<file path="config.mk">
export PLATFORM = sky130hd
export DESIGN_NAME = fifo_wr_arbiter
export DESIGN_NICKNAME = d
export VERILOG_FILES = /design/src/rtl/fifo_arb_pkg.sv /design/src/rtl/fifo_wr_arbiter_rr_pick.sv /design/src/rtl/fifo_wr_arbiter.sv
export SDC_FILE = /design/constraint.sdc
export NUM_CORES = 1
export LEC_CHECK = 0
export CORE_MARGIN = 10
export CORE_UTILIZATION = 41
export DETAILED_ROUTE_END_ITERATION = 16
export HOLD_SLACK_MARGIN = 0.12
export PLACE_DENSITY_LB_ADDON = 0.25
export SYNTH_ARGS = -nofsm -noshare
export SYNTH_HDL_FRONTEND = slang
export SYNTH_HIERARCHICAL = 1
export SYNTH_SLANG_ARGS = --single-unit
</file>
<file path="constraint.sdc">
create_clock -name clk -period 4.02 [get_ports clk]
set_clock_uncertainty 0.05 [all_clocks]
set_input_delay 0.402 -clock clk [delete_from_list [all_inputs] [get_ports clk]]
set_output_delay 0.402 -clock clk [all_outputs]
set_load 0.01 [all_outputs]
</file>
<file path="src/rtl/fifo_arb_pkg.sv">
// rtl/fifo_arb_pkg.sv - shared types and helpers for the FIFO write arbiter
package fifo_arb_pkg;

  typedef enum logic {
    IDLE   = 1'b0,
    LOCKED = 1'b1
  } ArbState_t;

  // Index width that never collapses to zero bits.
  function automatic int clog2_min1(input int n);
    return (n <= 2) ? 1 : $clog2(n);
  endfunction

endpackage

</file>
<file path="src/rtl/fifo_wr_arbiter_rr_pick.sv">
// rtl/fifo_wr_arbiter_rr_pick.sv - rotating priority pick of the first request at or after start
module rr_pick
  import fifo_arb_pkg::*;
#(
  parameter int N  = 4,
  parameter int IW = clog2_min1(N)
) (
  input  logic [N-1:0]  req,
  input  logic [IW-1:0] start,
  output logic [N-1:0]  gnt,
  output logic [IW-1:0] idx,
  output logic          any
);

  localparam logic [IW:0] N_W = (IW+1)'(N);

  logic [N-1:0]  rot;
  logic [IW-1:0] off;
  logic [IW:0]   sum;

  always_comb begin
    rot = N'({req, req} >> start);
    any = 1'b0;
    off = '0;
    // Descending scan so the lowest rotated position wins.
    for (int i = N - 1; i >= 0; i--) begin
      if (rot[i]) begin
        any = 1'b1;
        off = IW'(i);
      end
    end
    sum = {1'b0, start} + {1'b0, off};
    if (sum >= N_W) begin
      sum = sum - N_W;
    end
    idx = sum[IW-1:0];
    gnt = any ? (N'(1) << idx) : '0;
  end

endmodule

</file>
<file path="src/rtl/fifo_wr_arbiter.sv">
// rtl/fifo_wr_arbiter.sv - credit-gated round-robin burst arbiter for a FIFO write port
module fifo_wr_arbiter
  import fifo_arb_pkg::*;
#(
  parameter int NUM_REQ = 4,
  parameter int WIDTH   = 32,
  parameter int DEPTH   = 128,
  parameter int BURST   = 4
) (
  input  logic                         clk,
  input  logic                         rst,
  input  logic [NUM_REQ-1:0]           IN_valid,
  input  logic [NUM_REQ*WIDTH-1:0]     IN_data,
  output logic [NUM_REQ-1:0]           OUT_ready,
  input  logic                         IN_pop,
  output logic                         OUT_valid,
  output logic [WIDTH-1:0]             OUT_data,
  output logic [$clog2(NUM_REQ)-1:0]   OUT_id,
  output logic [$clog2(DEPTH+1)-1:0]   OUT_credits
);

  localparam int IW = clog2_min1(NUM_REQ);
  localparam int CW = $clog2(DEPTH + 1);
  localparam int BW = $clog2(BURST + 1);
  localparam logic [IW-1:0] LAST_IDX = IW'(NUM_REQ - 1);
  localparam logic [CW-1:0] FULL     = CW'(DEPTH);
  localparam logic [BW-1:0] BMAX     = BW'(BURST);
  localparam ArbState_t     PICK_NEXT = (BURST > 1) ? LOCKED : IDLE;

  ArbState_t     state_q, state_d;
  logic [IW-1:0] owner_q, owner_d;
  logic [IW-1:0] last_q, last_d;
  logic [BW-1:0] cnt_q, cnt_d;
  logic [CW-1:0] credits_q, credits_d;
  logic          out_valid_q, out_valid_d;
  logic [WIDTH-1:0] out_data_q, out_data_d;
  logic [IW-1:0] out_id_q, out_id_d;

  logic [IW-1:0]      start;
  logic [NUM_REQ-1:0] pick_gnt;
  logic [IW-1:0]      pick_idx;
  logic               pick_any;

  logic               accept;
  logic [IW-1:0]      grant_idx;
  logic [NUM_REQ-1:0] grant_vec;

  assign start = (last_q == LAST_IDX) ? '0 : last_q + 1'b1;

  rr_pick #(
    .N  (NUM_REQ),
    .IW (IW)
  ) u_pick (
    .req   (IN_valid),
    .start (start),
    .gnt   (pick_gnt),
    .idx   (pick_idx),
    .any   (pick_any)
  );

  // Grant decision; IN_pop deliberately does not enter this path.
  always_comb begin
    state_d   = state_q;
    owner_d   = owner_q;
    last_d    = last_q;
    cnt_d     = cnt_q;
    accept    = 1'b0;
    grant_idx = owner_q;
    grant_vec = '0;
    if (!rst && credits_q != '0) begin
      if (state_q == LOCKED && IN_valid[owner_q] && cnt_q < BMAX) begin
        accept    = 1'b1;
        grant_idx = owner_q;
        grant_vec = NUM_REQ'(1) << owner_q;
        cnt_d     = cnt_q + 1'b1;
      end else if (pick_any) begin
        accept    = 1'b1;
        grant_idx = pick_idx;
        grant_vec = pick_gnt;
        owner_d   = pick_idx;
        last_d    = pick_idx;
        cnt_d     = BW'(1);
        state_d   = PICK_NEXT;
      end else begin
        state_d = IDLE;
      end
    end
  end

  assign OUT_ready = grant_vec;

  always_comb begin
    credits_d = credits_q;
    case ({accept, IN_pop})
      2'b10:   credits_d = credits_q - 1'b1;
      2'b01:   credits_d = (credits_q == FULL) ? credits_q : credits_q + 1'b1;
      default: credits_d = credits_q;
    endcase
  end

  always_comb begin
    out_valid_d = accept;
    out_data_d  = out_data_q;
    out_id_d    = out_id_q;
    if (accept) begin
      out_data_d = IN_data[grant_idx*WIDTH +: WIDTH];
      out_id_d   = grant_idx;
    end
  end

  always_ff @(posedge clk) begin
    if (rst) begin
      state_q     <= IDLE;
      owner_q     <= '0;
      last_q      <= LAST_IDX;
      cnt_q       <= '0;
      credits_q   <= FULL;
      out_valid_q <= 1'b0;
      out_data_q  <= '0;
      out_id_q    <= '0;
    end else begin
      state_q     <= state_d;
      owner_q     <= owner_d;
      last_q      <= last_d;
      cnt_q       <= cnt_d;
      credits_q   <= credits_d;
      out_valid_q <= out_valid_d;
      out_data_q  <= out_data_d;
      out_id_q    <= out_id_d;
    end
  end

  assign OUT_valid   = out_valid_q;
  assign OUT_data    = out_data_q;
  assign OUT_id      = out_id_q;
  assign OUT_credits = credits_q;

  // A pop into a full-credit count with no accept means the FIFO popped an entry it never held.
  pop_overflow_a: assert property (@(posedge clk) disable iff (rst)
    !(IN_pop && !accept && credits_q == FULL));

  grant_onehot_a: assert property (@(posedge clk) $onehot0(OUT_ready));

endmodule

</file>
; ---- Word-level counts from Yosys, hierarchy flattened
; Index checks and enable logic that the tools add are counted.
[op_classes]
multipliers = 0
add_sub_neg = 6
eq_ne = 5
div = 0
n_bitwise = 1
shifts = 4
n_lt_le_gt_ge = 3
mux = 25
n_reduce_logical = 11
[op_table]
columns = operator, n
row1 = $shiftx A128 B8 Y32, 1
row2 = $mux W2, 9
row3 = $pmux W8 S2, 1
row4 = $mux W4, 3
row5 = $add A8 B1 Y8 const B, 1
row6 = $eq A8 B8 Y1 const B, 1
row7 = $mux W1, 8
row8 = $mux W8, 1
row9 = $reduce_bool A8 Y1, 1
row10 = $shl A1 B2 Y4 const A, 2
row11 = $shr A8 B2 Y4, 1
row12 = $sub A8 B1 Y8 const B, 1
row13 = $mux W3, 2
row14 = $reduce_and A2 Y1, 3
row15 = $eq A2 B2 Y1 const B, 2
row16 = $reduce_bool A2 Y1, 2
row17 = $add A2 B2 Y3, 1
row18 = $add A3 B1 Y3 const B, 1
row19 = $ge A3 B3 Y1 const B, 1
row20 = $logic_and A1 B1 Y1, 3
row21 = $lt A2 B3 Y1 const B, 1
row22 = $lt A3 B3 Y1 const B, 1
row23 = $reduce_and A3 Y1, 1
row24 = $add A2 B1 Y2 const B, 1
row25 = 6 further kinds, 6
[totals]
mem_bits_ro = 0
n_memories = 0
elab_cells = 63
ramBits = 0
reg_bits = 51
latchBits = 0
in_bits = 135
output_inout_bits = 47

; ---- Longest topological paths before layout
; Gate-level depths: netlist (run 1).
[depth]
word_depth = 14
ltp_mapped = 14
depth_no_buf = 13

; ---- Cells and area by module
; Netlist (run 1), hierarchy kept.
[modules_own_cells]
columns = module, cells_each, seq_area_each_um2, n_inst, area_per_inst_um2
row1 = fifo_wr_arbiter, 364, 1021.0, 1, 3324.4
row2 = rr_pick, 38, 0.0, 1, 270.3

; ---- Worst setup path after synthesis (run 1)
; No wires, ideal clock.
[synth_timing]
path_kind = input to register
startpoint = input port IN_valid[2]
endpoint = register credits_q[6], in the netlist OUT_credits[6]
setup_time_ns = 0.116
stages = 14
t_arrival_ns = 2.994
setup_slack_ns = 0.859
cell_sequence = buf_2 > nor4_1 > inv_1 > nand2b_1 > o21bai_2 > o311a_1 > inv_1 > fa_1 > a21o_1 > a21oi_1 > o21bai_1 > a21oi_1 > xnor2_1 > a31o_2
[synth_between]
elab_chain_cells = 11
elab_cells_between_ends = 18
classes_between = eq/ne: 3 / shift: 1 / mux: 10 / reduce/logical: 4
[synth_lines]
columns = item, line_no
row1 = start: declaration, fifo_wr_arbiter.sv:12  ; input logic [NUM_REQ-1:0] IN_valid,
row2 = $shr A8 B2 Y4 *, fifo_wr_arbiter_rr_pick.sv:22  ; rot = N'({req, req} >> start);
row3 = $mux W1 (3 in a row), fifo_wr_arbiter_rr_pick.sv:27  ; if (rot[i]) begin
row4 = $mux W1 *, fifo_wr_arbiter_rr_pick.sv:27
row5 = named net pick_any, fifo_wr_arbiter.sv:42  ; logic pick_any;
row6 = $mux W1 *, fifo_wr_arbiter.sv:76  ; end else if (pick_any) begin
row7 = $mux W1 *, fifo_wr_arbiter.sv:71  ; if (state_q == LOCKED && IN_valid[owner_q] && cnt_q < BMAX) begin
row8 = $mux W1 *, fifo_wr_arbiter.sv:70  ; if (!rst && credits_q != '0) begin
row9 = $eq A2 B1 Y1 / $eq A2 B2 Y1 (equally long branches), fifo_wr_arbiter.sv:94  ; case ({accept, IN_pop})
row10 = $ne A2 B2 Y1 (no source line) / $reduce_bool A2 Y1 (equally long branches), n/a
row11 = $reduce_and A2 Y1 (no source line), n/a
row12 = end signal: assignment, fifo_wr_arbiter.sv:126  ; credits_q <= credits_d;
row13 = end: declaration, fifo_wr_arbiter.sv:34  ; logic [CW-1:0] credits_q, credits_d;
; Mark *: on every way through the listed nets, which the timed path passes. The rest lies on a longest branch. The select of a mux whose other input is x is not followed.
; A chain may end at the register's enable or synchronous reset.

; ---- Final worst setup path (run 1)
[layout_timing]
startpoint = register last_q[0]
endpoint = output port OUT_ready[0]
[layout_between]
elab_chain_cells = 14
elab_cells_between_ends = 20
classes_between = add/sub: 3 / order compare: 1 / eq/ne: 1 / shift: 2 / mux: 13
[layout_lines]
columns = item, line_no
row1 = start: declaration, fifo_wr_arbiter.sv:32  ; logic [IW-1:0] last_q, last_d;
row2 = start signal: assignment, fifo_wr_arbiter.sv:124  ; last_q <= last_d;
row3 = $add A2 B1 Y2 / $eq A2 B2 Y1 (equally long branches), fifo_wr_arbiter.sv:48  ; assign start = (last_q == LAST_IDX) ? '0 : last_q + 1'b1;
row4 = $mux W2 *, fifo_wr_arbiter.sv:48
row5 = named net start[0], fifo_wr_arbiter.sv:39  ; logic [IW-1:0] start;
row6 = $shr A8 B2 Y4, fifo_wr_arbiter_rr_pick.sv:22
row7 = $mux W2 (4 in a row), fifo_wr_arbiter_rr_pick.sv:27
row8 = $add A2 B2 Y3 *, fifo_wr_arbiter_rr_pick.sv:32  ; sum = {1'b0, start} + {1'b0, off};
row9 = $ge A3 B3 Y1 / $sub A2 B1 Y2 (equally long branches), "fifo_wr_arbiter_rr_pick.sv:33, fifo_wr_arbiter_rr_pick.sv:34"
row10 = $mux W2 *, fifo_wr_arbiter_rr_pick.sv:33  ; if (sum >= N_W) begin
row11 = $shl A1 B2 Y4 *, fifo_wr_arbiter_rr_pick.sv:37  ; gnt = any ? (N'(1) << idx) : '0;
row12 = named net pick_gnt[0], fifo_wr_arbiter.sv:40  ; logic [NUM_REQ-1:0] pick_gnt;
row13 = $mux W4 *, fifo_wr_arbiter.sv:76
row14 = $mux W4 *, fifo_wr_arbiter.sv:71
row15 = $mux W4 *, fifo_wr_arbiter.sv:70
row16 = end: declaration, fifo_wr_arbiter.sv:14  ; output logic [NUM_REQ-1:0] OUT_ready,
; Mark *: on every way through the listed nets, which the timed path passes. The rest lies on a longest branch.

==> results of run 1 <==
## per-stage QoR
step / power [uW] / setup WS [ns] / utilization / hold slack, ns
final: 3676 / 0.3098 / 0.6405 / 0.4188
after global routing: 3959 / 0.1259 / 0.6405 / 0.4414
after CTS: 3698 / 0.1766 / 0.6402 / 0.4256
after detailed placement: 3376 / 0.1547 / 0.6288 / 0.4029
after global placement: 3298 / 0.2991 / 0.6288 / 0.3947
after floorplan: 2555 / 0.8594 / - / 0.3918
## registers in the layout, indices dropped and copies added (netlist names)
register,count
owner_q,2
OUT_credits,8
OUT_data,32
last_q,2
OUT_valid,1
cnt_q,3
state_q,1
OUT_id,2
## routing by layer
| layer | vias to the layer above | global-route usage | share of wire |
|---|---|---|---|
| met5 | - | 0 | 0 |
| li1 | 1829 | - | - |
| met1 | 1737 | 0.2238 | 0.40 |
| met3 | 8 | 0.04514 | 0.066 |
| met2 | 114 | 0.3452 | 0.52 |
| met4 | 0 | 0.03553 | 0.012 |
## worst max-delay path, stage by stage (launching register included)
cell and delay, ns:
dfxtp_1 0.35, ha_1 0.22, nor2_2 0.31, nor2_1 0.09
a221oi_1 0.30, o21ai_0 0.15, ha_1 0.25, xnor2_1 0.28
nand2_1 0.13, mux2i_1 0.15, nand2_1 0.08, o31ai_1 0.08
clkdlybuf4s50_1 0.58
## placed cells by master, fill, tap and decap left out, drive strengths merged, types with 4 or more instances in the layout
cell           count
nor2              24
a21oi             25
o221ai            25
xnor2              7
mux2i             68
inv                9
clkdlybuf4s50    181
o211ai            15
nor3               4
buf                9
nand3             11
ha                 9
dfxtp             51
o21bai             4
clkbuf             6
nand2b            17
nand2             57
## what timing repair did
item | 4_1_cts | 5_1_grt
setup endpoints to repair | 0 | 4
buffers inserted | 0 | 0
gates resized for setup | 0 | 1
## power by group
part | leakage [uW] | internal, uW | switching, uW
clock | 0.0000474 | 141 | 175
sequential | 0.000425 | 726 | 155
combinational | 0.00162 | 1250 | 1230
## path summary, 6_finish.rpt
kind | slack, ns | start | endpoint
setup reg to reg | 0.51 | last_q[0]$_SDFFE_PP1P_ | OUT_data[0]$_SDFFE_PP0P_
setup / recovery | 0.31 | last_q[0]$_SDFFE_PP1P_ | OUT_ready[0]
hold reg to reg | 0.42 | OUT_data[13]$_SDFFE_PP0P_ | OUT_data[13]$_SDFFE_PP0P_
hold / removal | 0.42 | OUT_data[13]$_SDFFE_PP0P_ | OUT_data[13]$_SDFFE_PP0P_
## cells by family after synthesis
group | count (synthesis)
muxes | 71
adders and majority gates | 10
and+or+nand+nor | 129
DFF | 51
xor gates and xnor gates | 9
AOI/OAI and AO/OA | 97
buffers and inverters | 35
## final cells by class
cell class              count  area share
clock inverters             2    0.002941
flip-flops and latches     51      0.1846
clock buffers               6     0.01493
inverters                   9    0.006107
repair buffers            190      0.3420
well taps                 108     0.02443
multi-input cells         316      0.4250
==> reports/qor.yml, run 1 <==
min_path_type: "flop to flop"
die_w_um: 113.6
setup_tns_ns: 0
synth_top_family_by_area: "compound AO/OA/AOI/OAI gates"
drt-initial-drc-count: 199
critPathMaxFanout: 10
netlist_top_cells_area: "dfxtp_1 28%, mux2i_1 19%, nand2_1 5.8%"
fillers: 767
cap_violations: 0
synth_warnings: 6
synth_fp_nets: 547
worst_pin_slew_ns: 1.188
die_area_um2: 12910
end_kind: "output pin"
via_per_inst: 5.408
hold_viol: 0
vias: 3688
synth_compound_area_frac: 0.2162
first_pass_iters: 4
boundaryPins: 182
synth.most_common_cell: "mux2i_1"
antenna_found_initial: 0
start_util: 0.4163
worstPathRequired_ns: 3.57
max_freq_mhz: 269.5
clkSinkCount: 51
netlist_instances: 402
grt_pass1_wl_um: 20560
clkLatencyLatePin_ns: 0.30
cts_made_buffers: 5
antennaDiodeCount: 0
synthAdderAreaFrac: 0.03690
finalInstanceArea_um2: 5532
synthMuxAreaShare: 0.2008
ys_ff_latch: 51
async_reset_ff_frac: 0
cts_root_buffer: "clkbuf_8"
clkTransAtPathRegs_ns: 0.09
grt_pass1_vias: 3750
port_buffers: 181
synth_xor_xnor_area_share: 0.02193
power_per_cell_area_nw_per_um2: 664.6
drc_errors: 0
post_drt_wl_per_cell_um: 19.02
area.sequential_um2: 1021
cp-start-kind: "flop"
synth-edff-count: 0
synth_top_area_share: 0.2840
synth.distinct_cells: 63
rows: 34
fin_cells: 682
grt_max_degree: 26
placed_cells: 674
ant_nets: 0
fp.dieH_um: 113.6
gr-usage-all-layers: 0.1909
synth_commonest_cells: "68 x mux2i_1, 56 x nand2_1, 51 x dfxtp_1"
critPathArrivalTime_ns: 3.26
synth_area_um2: 3595
core_um2: 8636
min_period_ns: 3.710
fin_crit_sh: 0.9229
dp_hpwl_um: 10560
maxSlewViolCount: 0
htreeDepth: 2
drt-total-wl_um: 12980
synth-simple-area-share: 0.1775
gp_congestion: 0.8402
cts_hold_buf: 0
rr_worst_depth: 12
crit_type: "flop to output pin"
ys.flop_type: "dfxtp_1"
synth_top_cell_by_area: "dfxtp_1"
synth.avg_cell_area_um2: 8.942
holdPathStages: 2
dpl_cell_area_um2: 5430
layout.nets: 718
clockBufferDepth: 2
status: "finished, final reports clean"
cts_tree: "yes"
drive_gt1_frac: 0.06794
power_leakage_uw: 0.002094
grt_overflow: 0
peakVddDrop_uv: 360.2
area_growth_pct: 53.88
multi_input_area_um2: 2351
setup_viol: 0
rsz0062_at_grt: "no"
relSlewSlack: 0.2077
seq_area_frac_synth: 0.2840
Note: power is estimated with default switching activity, not from simulation.
==> run 2: changes to the inputs <==
--- a/config.mk
+++ b/config.mk
@@ -5,8 +5,10 @@
 export SDC_FILE = /design/constraint.sdc
 export NUM_CORES = 1
 export LEC_CHECK = 0
+export CELL_PAD_IN_SITES_DETAIL_PLACEMENT = 1
+export CELL_PAD_IN_SITES_GLOBAL_PLACEMENT = 1
 export CORE_MARGIN = 10
-export CORE_UTILIZATION = 41
+export CORE_UTILIZATION = 29
 export DETAILED_ROUTE_END_ITERATION = 16
 export HOLD_SLACK_MARGIN = 0.12
 export PLACE_DENSITY_LB_ADDON = 0.25
==> run 2 against run 1 <==
Flip-flop and latch count is the same. Count of clock-buffer cells in the layout stayed put. Sequential power about the same. Critical endpoint unchanged. Largest cell class unchanged.
==> reports/qor.yml, run 2 (same netlist as run 1, synthesis figures left out) <==
gp_congestion: 0.8277
setup_viol: 0
mostFrequentLayoutCells: "181 x clkdlybuf4s50_1, 68 x mux2i_1, 56 x nand2_1, 51 x dfxtp_1, 25 x a21oi_1"
die_w_um: 131.3
rr_worst_depth: 12
cts_setup_buffers: 0
dp_slack_ns: 0.2366
dpl_cell_area_um2: 5513
worstReg2RegStart: "last_q[0]$_SDFFE_PP1P_"
holdPathStages: 2
clkLatencyLatePin_ns: 0.29
cp-start-kind: "flop"
min_period_ns: 3.721
grt_pass1_vias: 3931
clkTransAtPathRegs_ns: 0.07
cts_root_buffer: "clkbuf_16"
p_switching_uw: 1616
end_kind: "output pin"
first_pass_iters: 4
min_path_type: "flop to flop"
worstPathRequired_ns: 3.57
drc_errors: 0
drt-total-wl_um: 14460
fin_crit_sh: 0.9256
area_growth_pct: 58.37
combPwrFrac: 0.644
setup_tns_ns: 0
p_int_uw: 2297
swShare: 0.4130
maxSlewViolCount: 0
dp_hpwl_um: 11780
core_um2: 12060
layout.nets: 719
status: "finished, final reports clean"
largest_reg_flops: 32
die_area_um2: 17250
gr-usage-all-layers: 0.1596
hold_path_end: "OUT_data[13]$_SDFFE_PP0P_"
antennaDiodeCount: 0
clockBufferDepth: 2
port_buffers: 181
grt_max_degree: 26
hold_viol: 0
finalInstanceArea_um2: 5693
rr_endpoint: "OUT_data[4]$_SDFFE_PP0P_"
via_per_inst: 5.003
reg2reg_slack_ns: 0.48
post_drt_wl_per_cell_um: 19.46
relSlewSlack: 0.2207
grt_overflow: 0
vias: 3717
clkPwrFrac: 0.131
crit_type: "flop to output pin"
placed_cells: 735
worst_pin_slew_ns: 1.168
peakVddDrop_uv: 373.6
drive_gt1_frac: 0.06957
cap_violations: 0
htreeDepth: 2
clkSinkCount: 51
rsz0062_at_grt: "no"
ant_nets: 0
boundaryPins: 182
cts_tree: "yes"
fin_cells: 743
cts_made_buffers: 5
rows: 40
grt_pass1_wl_um: 22740
fp.dieH_um: 131.3
antenna_found_initial: 0
power_per_cell_area_nw_per_um2: 687.2
min_from: "OUT_data[13]$_SDFFE_PP0P_"
seqPwrFrac: 0.225
power_leakage_uw: 0.002139
fin_ws_ns: 0.2992
holdWs_ns: 0.4186
max_freq_mhz: 268.8
drt-initial-drc-count: 142
start_util: 0.2980
final_common_cell: "clkdlybuf4s50_1"
critPathMaxFanout: 10
critPathArrivalTime_ns: 3.27
==> run 2: cell count changes in the layout (fill, tap and decap cells not counted) <==
cell / delta
clkbuf_8: -5
bufinv_16: +1
inv_6: +1
clkbuf_16: +5
clkinv_4: -1
clkinvlp_4: -1
buf_4: +1
==> run 2: area by class of cell <==
class | instances | area [um2]
Sequential cell | 51 | 1021
Clock inverter | 2 | 38.79
Timing Repair Buffer | 191 | 1899
Fill cell | 1388 | 6369
Inverter | 9 | 33.78
Clock buffer | 6 | 138.9
Tap cell | 168 | 210.2
Multi-Input combinational cell | 316 | 2351
==> run 2: stage by stage <==
| step | total power (uW) | utilization |
|---|---|---|
| after detailed placement | 3439 | 0.4571 |
| after floorplan | 2555 | - |
| after global placement | 3358 | 0.4571 |
| final | 3912 | 0.4720 |
| after global routing | 4196 | 0.4720 |
| after CTS | 3966 | 0.4718 |
==> run 2: routing by layer <==
layer  track usage  vias to the layer above  wire length (um)
met1        0.1903                     1788              6358
met4       0.02781                        0               126
met3       0.03125                        6               525
li1              -                     1835                 -
met2        0.2905                       88              7450
met5             0                        -                 0
==> run 2: worst max path at each step <==
| stage | startpoint | end | slack [ns] |
|---|---|---|---|
| global placement | IN_valid[3] | OUT_credits[6]$_SDFFE_PP0P_ | 0.35 |
| CTS | last_q[0]$_SDFFE_PP1P_ | OUT_ready[0] | 0.13 |
| floorplan | IN_valid[2] | OUT_credits[6]$_SDFFE_PP0P_ | 0.86 |
| global route | last_q[0]$_SDFFE_PP1P_ | OUT_ready[2] | 0.05 |
| finish | last_q[0]$_SDFFE_PP1P_ | OUT_ready[0] | 0.30 |
| detailed placement | IN_valid[3] | OUT_credits[6]$_SDFFE_PP0P_ | 0.24 |
==> run 2: what timing repair did <==
action	in CTS	in global routing
setup endpoints to repair	0	4
gates resized for setup	0	1
hold buffers	0	0
==> run 2: worst max-delay path, cell delays in order, from the launching register on <==
cell	delay (ns)
dfxtp_1	0.34
ha_1	0.21
nor2_2	0.33
nor2_1	0.09
a221oi_1	0.29
o21ai_0	0.14
ha_1	0.25
xnor2_1	0.30
nand2_1	0.13
mux2i_1	0.16
nand2_1	0.07
o31ai_1	0.08
clkdlybuf4s50_1	0.58
==> run 2: power groups by stage <==
stage / Sequential (uW) / Clock, uW / Combinational [uW]
finish: 880 / 514 / 2520
detailed placement: 893 / 0 / 2550
global route: 909 / 546 / 2740
CTS: 881 / 530 / 2550
floorplan: 952 / 0 / 1600
global placement: 882 / 0 / 2480
